--- src/rtl/riscv_pkg.sv ---
// Shared RISC-V front-end constants.
package riscv_pkg;

    localparam int unsigned XLEN = 32;
    localparam int unsigned ILEN = 32;

    localparam logic [XLEN-1:0] RESET_PC  = 32'h0000_0000;
    localparam logic [ILEN-1:0] INSTR_NOP = 32'h0000_0013;

endpackage

--- src/rtl/fetch_queue.sv ---
// Synchronous fetch FIFO with a registered head, synchronous flush and occupancy count.
module fetch_queue
    import riscv_pkg::*;
#(
    parameter int unsigned  W         = 64,
    parameter int unsigned  DEPTH     = 4,
    parameter logic [W-1:0] RESET_VAL = '0
) (
    input  logic                     clk,
    input  logic                     rst,
    input  logic                     flush_i,
    input  logic                     push_i,
    input  logic [W-1:0]             data_i,
    input  logic                     pop_i,
    output logic [W-1:0]             head_o,
    output logic [$clog2(DEPTH):0]   count_o
);

    localparam int unsigned AW = $clog2(DEPTH);
    localparam int unsigned CW = AW + 1;

    logic [W-1:0]  mem_q [DEPTH];
    logic [AW-1:0] rd_ptr_q;
    logic [AW-1:0] wr_ptr_q;
    logic [CW-1:0] count_q;
    logic          do_push;
    logic          do_pop;

    // Flush wins over both push and pop; a push into a full queue is only taken alongside a pop.
    always_comb begin
        do_pop  = pop_i && !flush_i && (count_q != '0);
        do_push = push_i && !flush_i && ((count_q != CW'(DEPTH)) || do_pop);
    end

    // Storage, pointers and occupancy.
    always_ff @(posedge clk or negedge rst) begin
        if (!rst) begin
            rd_ptr_q <= '0;
            wr_ptr_q <= '0;
            count_q  <= '0;
            for (int i = 0; i < int'(DEPTH); i++) begin
                mem_q[i] <= RESET_VAL;
            end
        end else if (flush_i) begin
            rd_ptr_q <= '0;
            wr_ptr_q <= '0;
            count_q  <= '0;
        end else begin
            if (do_push) begin
                mem_q[wr_ptr_q] <= data_i;
                wr_ptr_q        <= wr_ptr_q + AW'(1);
            end
            if (do_pop) begin
                rd_ptr_q <= rd_ptr_q + AW'(1);
            end
            count_q <= count_q + CW'(do_push) - CW'(do_pop);
        end
    end

    assign head_o  = mem_q[rd_ptr_q];
    assign count_o = count_q;

endmodule

--- src/rtl/fetch_unit.sv ---
// Instruction-fetch stage: credit-limited in-order requests, response queue, redirect flush.
module fetch_unit
    import riscv_pkg::*;
#(
    parameter int unsigned        XLEN     = riscv_pkg::XLEN,
    parameter logic [XLEN-1:0]    RESET_PC = riscv_pkg::RESET_PC,
    parameter int unsigned        FQ_DEPTH = 4
) (
    input  logic            clk,
    input  logic            rst,
    output logic            imem_req_valid,
    input  logic            imem_req_ready,
    output logic [XLEN-1:0] imem_req_addr,
    input  logic            imem_rsp_valid,
    input  logic [ILEN-1:0] imem_rsp_data,
    input  logic            redirect_valid,
    input  logic [XLEN-1:0] redirect_pc,
    input  logic            stall_d,
    output logic            if_valid,
    output logic [ILEN-1:0] if_instr,
    output logic [XLEN-1:0] if_pc,
    output logic [XLEN-1:0] if_pcplus4
);

    localparam int unsigned CW = $clog2(FQ_DEPTH) + 1;
    localparam int unsigned SW = CW + 1;
    localparam int unsigned EW = ILEN + XLEN;

    logic [XLEN-1:0] pc_q, pc_d;
    logic [XLEN-1:0] rsp_pc_q, rsp_pc_d;
    logic [CW-1:0]   out_q, out_d;
    logic [CW-1:0]   drop_q, drop_d;
    logic [CW-1:0]   fq_count;
    logic [EW-1:0]   fq_head;
    logic [XLEN-1:0] redir_tgt;
    logic            req_fire;
    logic            rsp_eff;
    logic            push;
    logic            pop;

    // Decode handshake, response qualification and credit-based issue.
    always_comb begin
        redir_tgt      = redirect_pc & ~XLEN'(3);
        rsp_eff        = imem_rsp_valid && (out_q != '0);
        imem_req_valid = rst && !redirect_valid
                         && ((SW'(fq_count) + SW'(out_q)) < SW'(FQ_DEPTH));
        req_fire       = imem_req_valid && imem_req_ready;
        push           = rsp_eff && (drop_q == '0) && !redirect_valid;
        if_valid       = (fq_count != '0);
        pop            = if_valid && !stall_d && !redirect_valid;
    end

    // Next-state for PCs and in-flight bookkeeping; a redirect overrides everything.
    always_comb begin
        pc_d     = pc_q;
        rsp_pc_d = rsp_pc_q;
        drop_d   = drop_q;
        out_d    = out_q + CW'(req_fire) - CW'(rsp_eff);
        if (redirect_valid) begin
            pc_d     = redir_tgt;
            rsp_pc_d = redir_tgt;
            drop_d   = out_q - CW'(rsp_eff);
        end else begin
            if (req_fire) begin
                pc_d = pc_q + XLEN'(4);
            end
            if (push) begin
                rsp_pc_d = rsp_pc_q + XLEN'(4);
            end
            if (rsp_eff && (drop_q != '0)) begin
                drop_d = drop_q - CW'(1);
            end
        end
    end

    // PC and counter registers.
    always_ff @(posedge clk or negedge rst) begin
        if (!rst) begin
            pc_q     <= RESET_PC;
            rsp_pc_q <= RESET_PC;
            out_q    <= '0;
            drop_q   <= '0;
        end else begin
            pc_q     <= pc_d;
            rsp_pc_q <= rsp_pc_d;
            out_q    <= out_d;
            drop_q   <= drop_d;
        end
    end

    fetch_queue #(
        .W        (EW),
        .DEPTH    (FQ_DEPTH),
        .RESET_VAL({ILEN'(0), RESET_PC})
    ) u_fq (
        .clk    (clk),
        .rst    (rst),
        .flush_i(redirect_valid),
        .push_i (push),
        .data_i ({imem_rsp_data, rsp_pc_q}),
        .pop_i  (pop),
        .head_o (fq_head),
        .count_o(fq_count)
    );

    assign imem_req_addr = pc_q;
    assign if_instr      = fq_head[EW-1:XLEN];
    assign if_pc         = fq_head[XLEN-1:0];
    assign if_pcplus4    = fq_head[XLEN-1:0] + XLEN'(4);

    // A response with nothing in flight breaks the memory protocol.
    rsp_without_req: assert property (@(posedge clk) disable iff (!rst)
        !(imem_rsp_valid && (out_q == '0)));

endmodule

--- config.mk ---
export PLATFORM = sky130hd
export DESIGN_NAME = fetch_unit
export DESIGN_NICKNAME = d
export VERILOG_FILES = /design/src/rtl/riscv_pkg.sv /design/src/rtl/fetch_queue.sv /design/src/rtl/fetch_unit.sv
export SDC_FILE = /design/constraint.sdc
export NUM_CORES = 1
export LEC_CHECK = 0
export ABC_CLOCK_PERIOD_IN_PS = 6120
export CAP_MARGIN = 15
export CORE_ASPECT_RATIO = 1.2
export CORE_MARGIN = 1
export CORE_UTILIZATION = 55
export CTS_BUF_LIST = sky130_fd_sc_hd__clkbuf_4
export CTS_CLUSTER_SIZE = 14
export DETAILED_ROUTE_END_ITERATION = 12
export PLACE_DENSITY = 0.89
export SKIP_CTS_REPAIR_TIMING = 1
export SYNTH_ARGS = -nofsm -noshare
export SYNTH_HDL_FRONTEND = slang
export SYNTH_SLANG_ARGS = --single-unit
--- constraint.sdc ---
create_clock -name clk -period 6.12 [get_ports clk]
set_clock_uncertainty 0.1 [all_clocks]
set_input_delay 1.53 -clock clk [delete_from_list [all_inputs] [get_ports clk]]
set_output_delay 1.53 -clock clk [all_outputs]
set_load 0.01 [all_outputs]
# Yosys cells after proc, flatten, opt, wreduce, memory -nomap -nowiden
# Cells that the tools add are included.
dict set report totals {
  regBits 333
}
dict set report op_classes {
  add_sub_neg 12
  order_cmp 4
  eq_ne 1
  mux 17
  bitwise 3
  n_reduce_logical 27
}
# operator count
set ops {}
lappend ops {{$bwmux 256} 1}
lappend ops {{$mux 64} 3}
lappend ops {{$bmux 64 s2} 1}
lappend ops {{$demux 64 s2} 1}
lappend ops {{$mux 32} 4}
lappend ops {{$add 32x3->32 const B} 3}
lappend ops {{$logic_and 1x1->1} 14}
lappend ops {{$reduce_bool 2->1} 5}
lappend ops {{$mux 3} 3}
lappend ops {{$reduce_bool 3->1} 3}
lappend ops {{$sub 3x1->3} 3}
lappend ops {{$mux 2} 4}
lappend ops {{$add 3x1->3} 2}
lappend ops {{$ge 3x3->1 const B} 2}
lappend ops {{$not 2->3} 2}
lappend ops {{$add 2x1->2 const B} 2}
lappend ops {{$add 3x3->4} 1}
lappend ops {{$lt 4x3->1 const B} 1}
lappend ops {{$logic_not 3->1} 1}
lappend ops {{$lt 3x1->1 const B} 1}
lappend ops {{$ne 3x3->1 const B} 1}
lappend ops {{$sub 3x1->3 const B} 1}
lappend ops {{$logic_not 1->1} 2}
lappend ops {{$reduce_and 2->1} 1}
lappend ops {{other kinds (2)} 2}

# Longest topological paths before layout
# Gate-level depths: netlist (run 1).
dict set report logic_depth {
  depth_word 10
  mapped_depth 13
  ltp_nobuf 11
}

# Cells and area by module
# Synthesis (run 1) repeated with hierarchy kept, for this count alone.
dict set report hier_totals {
  cells_unflattened 1149
  hier_area_um2 16500.8
}
# mod n_inst cells_each area_per_inst_um2 seq_area_each_um2
set modules_own_cells {}
lappend modules_own_cells {fetch_queue 1 661 12070.3 6581.3}
lappend modules_own_cells {fetch_unit 1 488 4430.5 1651.6}

# Worst setup path before layout (run 1)
# Ideal clock, no wire load.
dict set report synth_timing {
  path_type {input to output}
  from {input redirect_valid}
  to {output imem_req_valid}
  arrival_time_ns 2.300
  required_time_ns 4.490
  slack_ns 2.190
  stages 4
  n_path_buf 2
  cell_sequence {clkbuf_1 > inv_1 > clkbuf_1 > and3_1}
}
dict set report synth_between {
  elab_chain_len 3
}
# item line_no
set synth_rtl {}
lappend synth_rtl {{start, declared} fetch_unit.sv:16} ;# input logic redirect_valid,
lappend synth_rtl {{$logic_not 1->1} fetch_unit.sv:45} ;# imem_req_valid = rst && !redirect_valid
lappend synth_rtl {{$logic_and 1x1->1} fetch_unit.sv:45}
lappend synth_rtl {{$logic_and 1x1->1} fetch_unit.sv:46} ;# && ((SW'(fq_count) + SW'(out_q)) < SW'(FQ_DEPTH));
lappend synth_rtl {{end, declared} fetch_unit.sv:11} ;# output logic imem_req_valid,
# Every way passes these cells.

# Worst setup path in the final report (run 1)
dict set report layout_timing {
  from {register u_fq.rd_ptr_q[0]}
  to {output if_pcplus4[26]}
}
dict set report layout_between {
  elab_chain_len 5
}
# item line_no
set layout_rtl {}
lappend layout_rtl {{start, declared} fetch_queue.sv:23} ;# logic [AW-1:0] rd_ptr_q;
lappend layout_rtl {{start signal, assigned} fetch_queue.sv:54} ;# rd_ptr_q <= rd_ptr_q + AW'(1);
lappend layout_rtl {{$not 2->3 (implied by the code)} fetch_queue.sv:60} ;# assign head_o = mem_q[rd_ptr_q];
lappend layout_rtl {{$bmux 64 s2} fetch_queue.sv:60}
lappend layout_rtl {{$mux 64 (implied by the code) (2 in a row)} fetch_queue.sv:60}
lappend layout_rtl {{$add 32x3->32} fetch_unit.sv:109} ;# assign if_pcplus4 = fq_head[XLEN-1:0] + XLEN'(4);
lappend layout_rtl {{end, declared} fetch_unit.sv:22} ;# output logic [XLEN-1:0] if_pcplus4
# Every way passes these cells. The select of a mux whose other input is x is not followed.

==> flow_metrics.py, run 1 <==
metrics = {
    "synth": {
        "ys.flop_type": "dfrtp_1",
        "async_flop_share": 1.00,
        "ys_top_cells_by_area": "dfrtp_1 (51%), mux2_2 (19%), mux4_2 (7.9%), xnor2_1 (3.1%), buf_4 (1.6%)",
        "ys_warn_count": 0,
        "synth_cell_types": 56,
        "synth_seq_area_share": 0.511,
        "synth_top_area_share": 0.511,
        "syn_area_sq_um": 15700,
        "synth_cells": 1154,
        "synth-edff-count": 0,
        "syn_area_per_cell_sq_um": 13.6,
        "synth_top_area_cell": "dfrtp_1",
        "ys_ff_latch": 321,
    },
    "global_routing": {
        "grt_usage": 0.262,
        "grt_max_degree": 82,
        "grt_pass1_vias": 11300,
        "antenna_found_initial": 2,
        "grt_pass1_wl_um": 59900,
        "grt_overflow": 0,
    },
    "die": {
        "dieWidth_um": 156,
        "core-area_sq_um": 28000,
        "start_util": 0.562,
        "boundaryPins": 200,
        "rows": 67,
        "dieArea_sq_um": 29300,
        "fp.dieH_um": 187,
    },
    "route": {
        "via_per_inst": 5.92,
        "wl_per_cell_um": 20.6,
        "first_iter_violations": 767,
        "num_vias": 10700,
        "wl_um": 37200,
        "dr.pass1.iters": 5,
        "drc": 0,
        "final_antenna_net_count": 0,
    },
    "hold_path": {
        "hp-class": "reg -> reg",
    },
    "power_and_ir_drop": {
        "p_switching_w": 0.00254,
        "swShare": 0.328,
        "max-vdd-ir-drop_mv": 0.179,
        "p_int_w": 0.00520,
        "pwr-share-comb": 0.398,
        "p_clk_frac": 0.215,
        "power_w": 0.00774,
        "p_per_area_nw_per_um2": 413,
        "seqPwrFrac": 0.387,
        "leakage_nw": 8.40,
    },
    "worst_setup_path": {
        "end_kind": "output pin",
        "crit_type": "reg -> out",
        "critPathMaxFanout": 37,
        "cp.required_ps": 4490,
        "startpoint_type": "flop",
        "cp.arrival_ps": 4120,
    },
    "placement": {
        "io_buffers": 191,
        "gp_congestion": 0.918,
        "dpl.hpwl_um": 24900,
    },
    "clock_network": {
        "path_clk_slew_ps": 60,
        "clockRootBuffer": "clkbuf_4",
        "cts_buffers": 81,
        "clock_path_buffers": 3,
        "htree_levels": 3,
        "cts_tree": "yes",
        "insertion_delay_ps": 660,
        "clock_sinks": 321,
    },
    "timing": {
        "setup_viol": 0,
        "setup_tns_ps": 0,
        "slew_headroom": 0.332,
        "hold_violations": 0,
        "tightest_slew_ps": 1000,
        "holdWs_ps": 398,
        "clock.fmax_mhz": 174,
        "rsz0062_at_grt": "no",
        "fin_crit_sh": 0.939,
        "fin_crit_ps": 5750,
        "maxSlewViolCount": 0,
    },
    "outcome": {
        "status": "finished clean",
    },
    "layout": {
        "fillCellCount": 1973,
        "multiInputGateArea_sq_um": 7160,
        "regArea_sq_um": 8040,
        "drive_gt1_frac": 0.336,
        "layout.nets": 1467,
        "area_delta_synth_final_pct": 19.3,
    },
    "job": {
        "cap_violations": 0,
    },
}
power by group through the flow:
stage / Clock (W) / Combinational [W] / Sequential [W]
final: 0.00166 / 0.00308 / 0.00299
after floorplan: 0 / 0.00181 / 0.00284
after global routing: 0.00183 / 0.00329 / 0.00306
after CTS: 0.00171 / 0.00310 / 0.00299
after global placement: 0 / 0.00301 / 0.00297
after detailed placement: 0 / 0.00309 / 0.00302
flip-flops by register name, indices dropped and copies added (netlist names):
name,flops
drop_q,3
imem_req_addr,30
out_q,3
rsp_pc_q,30
u_fq.count_o,3
u_fq.mem_q,248
u_fq.rd_ptr_q,2
u_fq.wr_ptr_q,2
final timing paths:
path | from | to | depth (start not counted) | slack (ps)
max in group asynchronous | rst | u_fq.mem_q[169] | 3 | 3320
worst min register to register | u_fq.mem_q[136] | u_fq.mem_q[136] | 1 | 400
worst max-delay path | u_fq.rd_ptr_q[0] | if_pcplus4[26] | 7 | 370
min in group asynchronous | rst | u_fq.mem_q[35] | 1 | 640
worst max register to register | out_q[2] | out_q[2] | 12 | 2480
worst min-delay path | u_fq.mem_q[136] | u_fq.mem_q[136] | 1 | 400
Yosys cell counts, types with 6 or more instances:
cell,count
dfrtp_1,321
mux2_2,269
nand2_1,58
mux4_2,55
xnor2_1,55
nand4_1,37
buf_4,33
nand3_1,31
nor2_1,28
inv_1,25
clkbuf_1,23
o21ai_0,23
xor2_1,21
ha_1,17
and3_1,15
nor3_1,15
nor4_1,14
o211ai_1,10
buf_2,8
a21oi_1,7
mux4_1,7
and4_1,6
critical path: stages (launching register included):
cell and delay [ps]:
dfrtp_4 920, buf_4 410, mux4_2 380, nand4_1 300
nor3_4 440, nand4_1 170, xnor2_1 180, clkdlybuf4s50_1 630
logic make-up (layout without fill, tap and decap cells):
kind of cell	count (synthesis)	in the layout	synth area share
other	1	8	0.000238
buffers and inverters	100	366	0.0354
muxes	333	333	0.284
DFF	321	321	0.511
adders and majority gates	19	19	0.0161
and+or+nand+nor	234	234	0.0825
xor gates and xnor gates	76	76	0.0423
AOI/OAI and AO/OA	70	70	0.0286
cell type report:
type,instances,area share
repair buffers,209,0.110
diodes,2,0.000267
clock inverters,16,0.00327
multi-input cells,738,0.382
well taps,379,0.0253
clock buffers,114,0.0456
inverters,27,0.00540
flip-flops and latches,321,0.428
stage by stage:
| stage | cells | setup slack (ps) | instance area (sq um) | utilization |
|---|---|---|---|---|
| floorplan | 1159 | 2190 | 15700 | - |
| finish | 1806 | 371 | 18800 | 0.670 |
| global placement | 1674 | 1060 | 17800 | 0.637 |
| CTS | 1804 | 272 | 18800 | 0.670 |
| detailed placement | 1674 | 1010 | 17800 | 0.637 |
| global route | 1806 | 64.5 | 18800 | 0.670 |
per-layer routing:
metal / GRT usage / vias to the layer above / wire, um
met3: 0.0614 / 48 / 2630
met4: 0.0879 / 0 / 760
met5: 0 / - / 0
li1: - / 4736 / -
met1: 0.337 / 5501 / 15100
met2: 0.437 / 409 / 18700
placed cells by master, fill, tap and decap left out, drive strengths merged, types with 16 or more instances in the layout:
cell and n:
o21ai 28, xor2 21, nor4 17, inv 29, and3 16, clkdlybuf4s50 190, mux2 269, nor3 17
xnor2 55, buf 19, clkbuf 114, ha 17, nand4 38, dfrtp 321, nand2 62, mux4 62
nor2 28, nand3 34
No activity file was read; power rests on OpenSTA's default activity.
==> inputs of run 2 (changes only) <==
--- a/config.mk
+++ b/config.mk
@@ -11,9 +11,11 @@
 export CORE_MARGIN = 1
 export CORE_UTILIZATION = 55
 export CTS_BUF_LIST = sky130_fd_sc_hd__clkbuf_4
+export CTS_CLUSTER_DIAMETER = 80
 export CTS_CLUSTER_SIZE = 14
 export DETAILED_ROUTE_END_ITERATION = 12
-export PLACE_DENSITY = 0.89
+export DONT_BUFFER_PORTS = 1
+export PLACE_DENSITY = 0.8
 export SKIP_CTS_REPAIR_TIMING = 1
 export SYNTH_ARGS = -nofsm -noshare
 export SYNTH_HDL_FRONTEND = slang
==> run 2 against run 1 <==
- sequential share of layout area up 7.1 points
- global-route usage down 3.0 points
- combinational power down 32%
- maximum frequency up 3.3%
- clock power down 49%
- non-clock buffer count down 198
- register-to-register slack better by 100 ps
- sequential cell count unchanged
- utilization down 9.5 points
- largest power group is now registers
==> flow_metrics.py, run 2 (synthesis gave the netlist of run 1 again) <==
metrics = {
    "outcome": {
        "status": "finished clean",
    },
    "layout": {
        "area_delta_synth_final_pct": 2.40,
        "regMostFlops": "u_fq.mem_q",
        "final_cell_mix": "dfrtp_1 (319), mux2_2 (269), nand2_1 (58)",
        "utilization": 0.575,
        "layout.nets": 1214,
        "final_common_cell": "dfrtp_1",
        "fin_area_sq_um": 16100,
        "fillCellCount": 2255,
        "largest_reg_flops": 248,
        "drive_gt1_frac": 0.340,
    },
    "worst_setup_path": {
        "cp.arrival_ps": 3930,
        "critPathMaxFanout": 39,
        "cp.required_ps": 4490,
        "slowest_stage": "dfrtp_4",
        "startpoint_type": "flop",
        "end_kind": "output pin",
        "crit_type": "reg -> out",
        "worst_path_largest_cell_delay_ps": 970,
        "crit_chain": "mux4_1 -> nand4_4 -> nor4_4 -> nand3_1 -> xnor2_1",
    },
    "clock_network": {
        "cts_tree": "yes",
        "cts_buffers": 26,
        "clock_path_buffers": 3,
        "clockRootBuffer": "clkbuf_4",
        "path_clk_slew_ps": 150,
        "htree_levels": 1,
        "insertion_delay_ps": 710,
        "clock_sinks": 321,
    },
    "die": {
        "rows": 67,
        "fp.dieH_um": 187,
        "boundaryPins": 200,
        "start_util": 0.562,
        "dieArea_sq_um": 29300,
        "core-area_sq_um": 28000,
        "dieWidth_um": 156,
    },
    "timing": {
        "fin_crit_sh": 0.909,
        "setup_tns_ps": 0,
        "tightest_slew_ps": 1020,
        "clock.fmax_mhz": 180,
        "hold_violations": 0,
        "setup_viol": 0,
        "maxSlewViolCount": 0,
        "slew_headroom": 0.318,
        "holdWs_ps": 415,
        "rsz0062_at_grt": "no",
        "fin_crit_ps": 5560,
    },
    "global_routing": {
        "grt_max_degree": 323,
        "antenna_found_initial": 1,
        "grt_usage": 0.232,
        "grt_overflow": 0,
        "grt_pass1_vias": 9643,
        "grt_pass1_wl_um": 53300,
    },
    "placement": {
        "dpl.hpwl_um": 22200,
        "gp_congestion": 0.784,
        "io_buffers": 0,
        "placed_area_sq_um": 15900,
    },
    "route": {
        "via_per_inst": 6.21,
        "num_vias": 9354,
        "dr.pass1.iters": 5,
        "first_iter_violations": 625,
        "final_antenna_net_count": 0,
        "wl_per_cell_um": 22.3,
        "wl_um": 33700,
        "drc": 0,
    },
    "hold_path": {
        "hp-class": "reg -> reg",
    },
    "power_and_ir_drop": {
        "p_per_area_nw_per_um2": 368,
        "p_switching_w": 0.00213,
        "max-vdd-ir-drop_mv": 0.181,
        "p_int_w": 0.00379,
        "seqPwrFrac": 0.504,
        "leakage_nw": 7.22,
        "swShare": 0.361,
        "pwr-share-comb": 0.352,
        "p_clk_frac": 0.144,
    },
    "job": {
        "cap_violations": 0,
    },
}
## run 2: changes by cell type in the layout (fill, tap and decap cells not counted), sizes merged
cell / previous run / this run
clkbuf: 114 / 30
buf: 19 / 11
clkdlybuf4s50: 190 / 0
inv: 29 / 26
diode: 2 / 1
clkinv: 14 / 1
## run 2: critical path, delay by kind of cell (launching register included)
kind,cells,cell delay [ps]
simple gates,3,1130
flops,1,970
mux,1,610
xor+xnor,1,490
## run 2: path summary, 6_finish.rpt
path	startpoint	end	slack [ps]	cells past startpoint
setup / recovery	u_fq.rd_ptr_q[0]	if_pcplus4[17]	560	5
hold / removal	u_fq.mem_q[136]	u_fq.mem_q[136]	410	1
setup reg to reg	out_q[1]	u_fq.mem_q[54]	2580	6
hold reg to reg	u_fq.mem_q[136]	u_fq.mem_q[136]	410	1
max in group asynchronous	rst	rsp_pc_q[26]	4910	0
min in group asynchronous	rst	u_fq.mem_q[60]	420	0
## run 2: cell type report
| class | instances | area, sq um | area share |
|---|---|---|---|
| sequential | 321 | 8040 | 0.499 |
| multi-input combinational | 738 | 7160 | 0.444 |
| inverter | 27 | 101 | 0.00629 |
| tap | 379 | 474 | 0.0294 |
| antenna | 1 | 2.50 | 0.000155 |
| clock buffer | 30 | 225 | 0.0140 |
| timing repair buffer | 11 | 108 | 0.00668 |
## run 2: per-layer routing
layer  track usage  share of wire
met5             0              0
met4        0.0373          0.012
met3        0.0635          0.076
met2         0.391           0.49
met1         0.305           0.42
## run 2: power groups by stage
stage | combinational, W | clock [W] | sequential [W]
after global placement | 0.00205 | 0 | 0.00300
after CTS | 0.00210 | 0.000883 | 0.00299
after global routing | 0.00225 | 0.000971 | 0.00306
after detailed placement | 0.00210 | 0 | 0.00303
final | 0.00208 | 0.000853 | 0.00298
after floorplan | 0.00181 | 0 | 0.00284
## run 2: through the flow
step / setup slack (ps) / instances / power (W)
final: 556 / 1507 / 0.00592
after global routing: 200 / 1507 / 0.00628
after CTS: 428 / 1506 / 0.00597
after detailed placement: 1230 / 1476 / 0.00513
after global placement: 1230 / 1476 / 0.00505
after floorplan: 2190 / 1159 / 0.00465
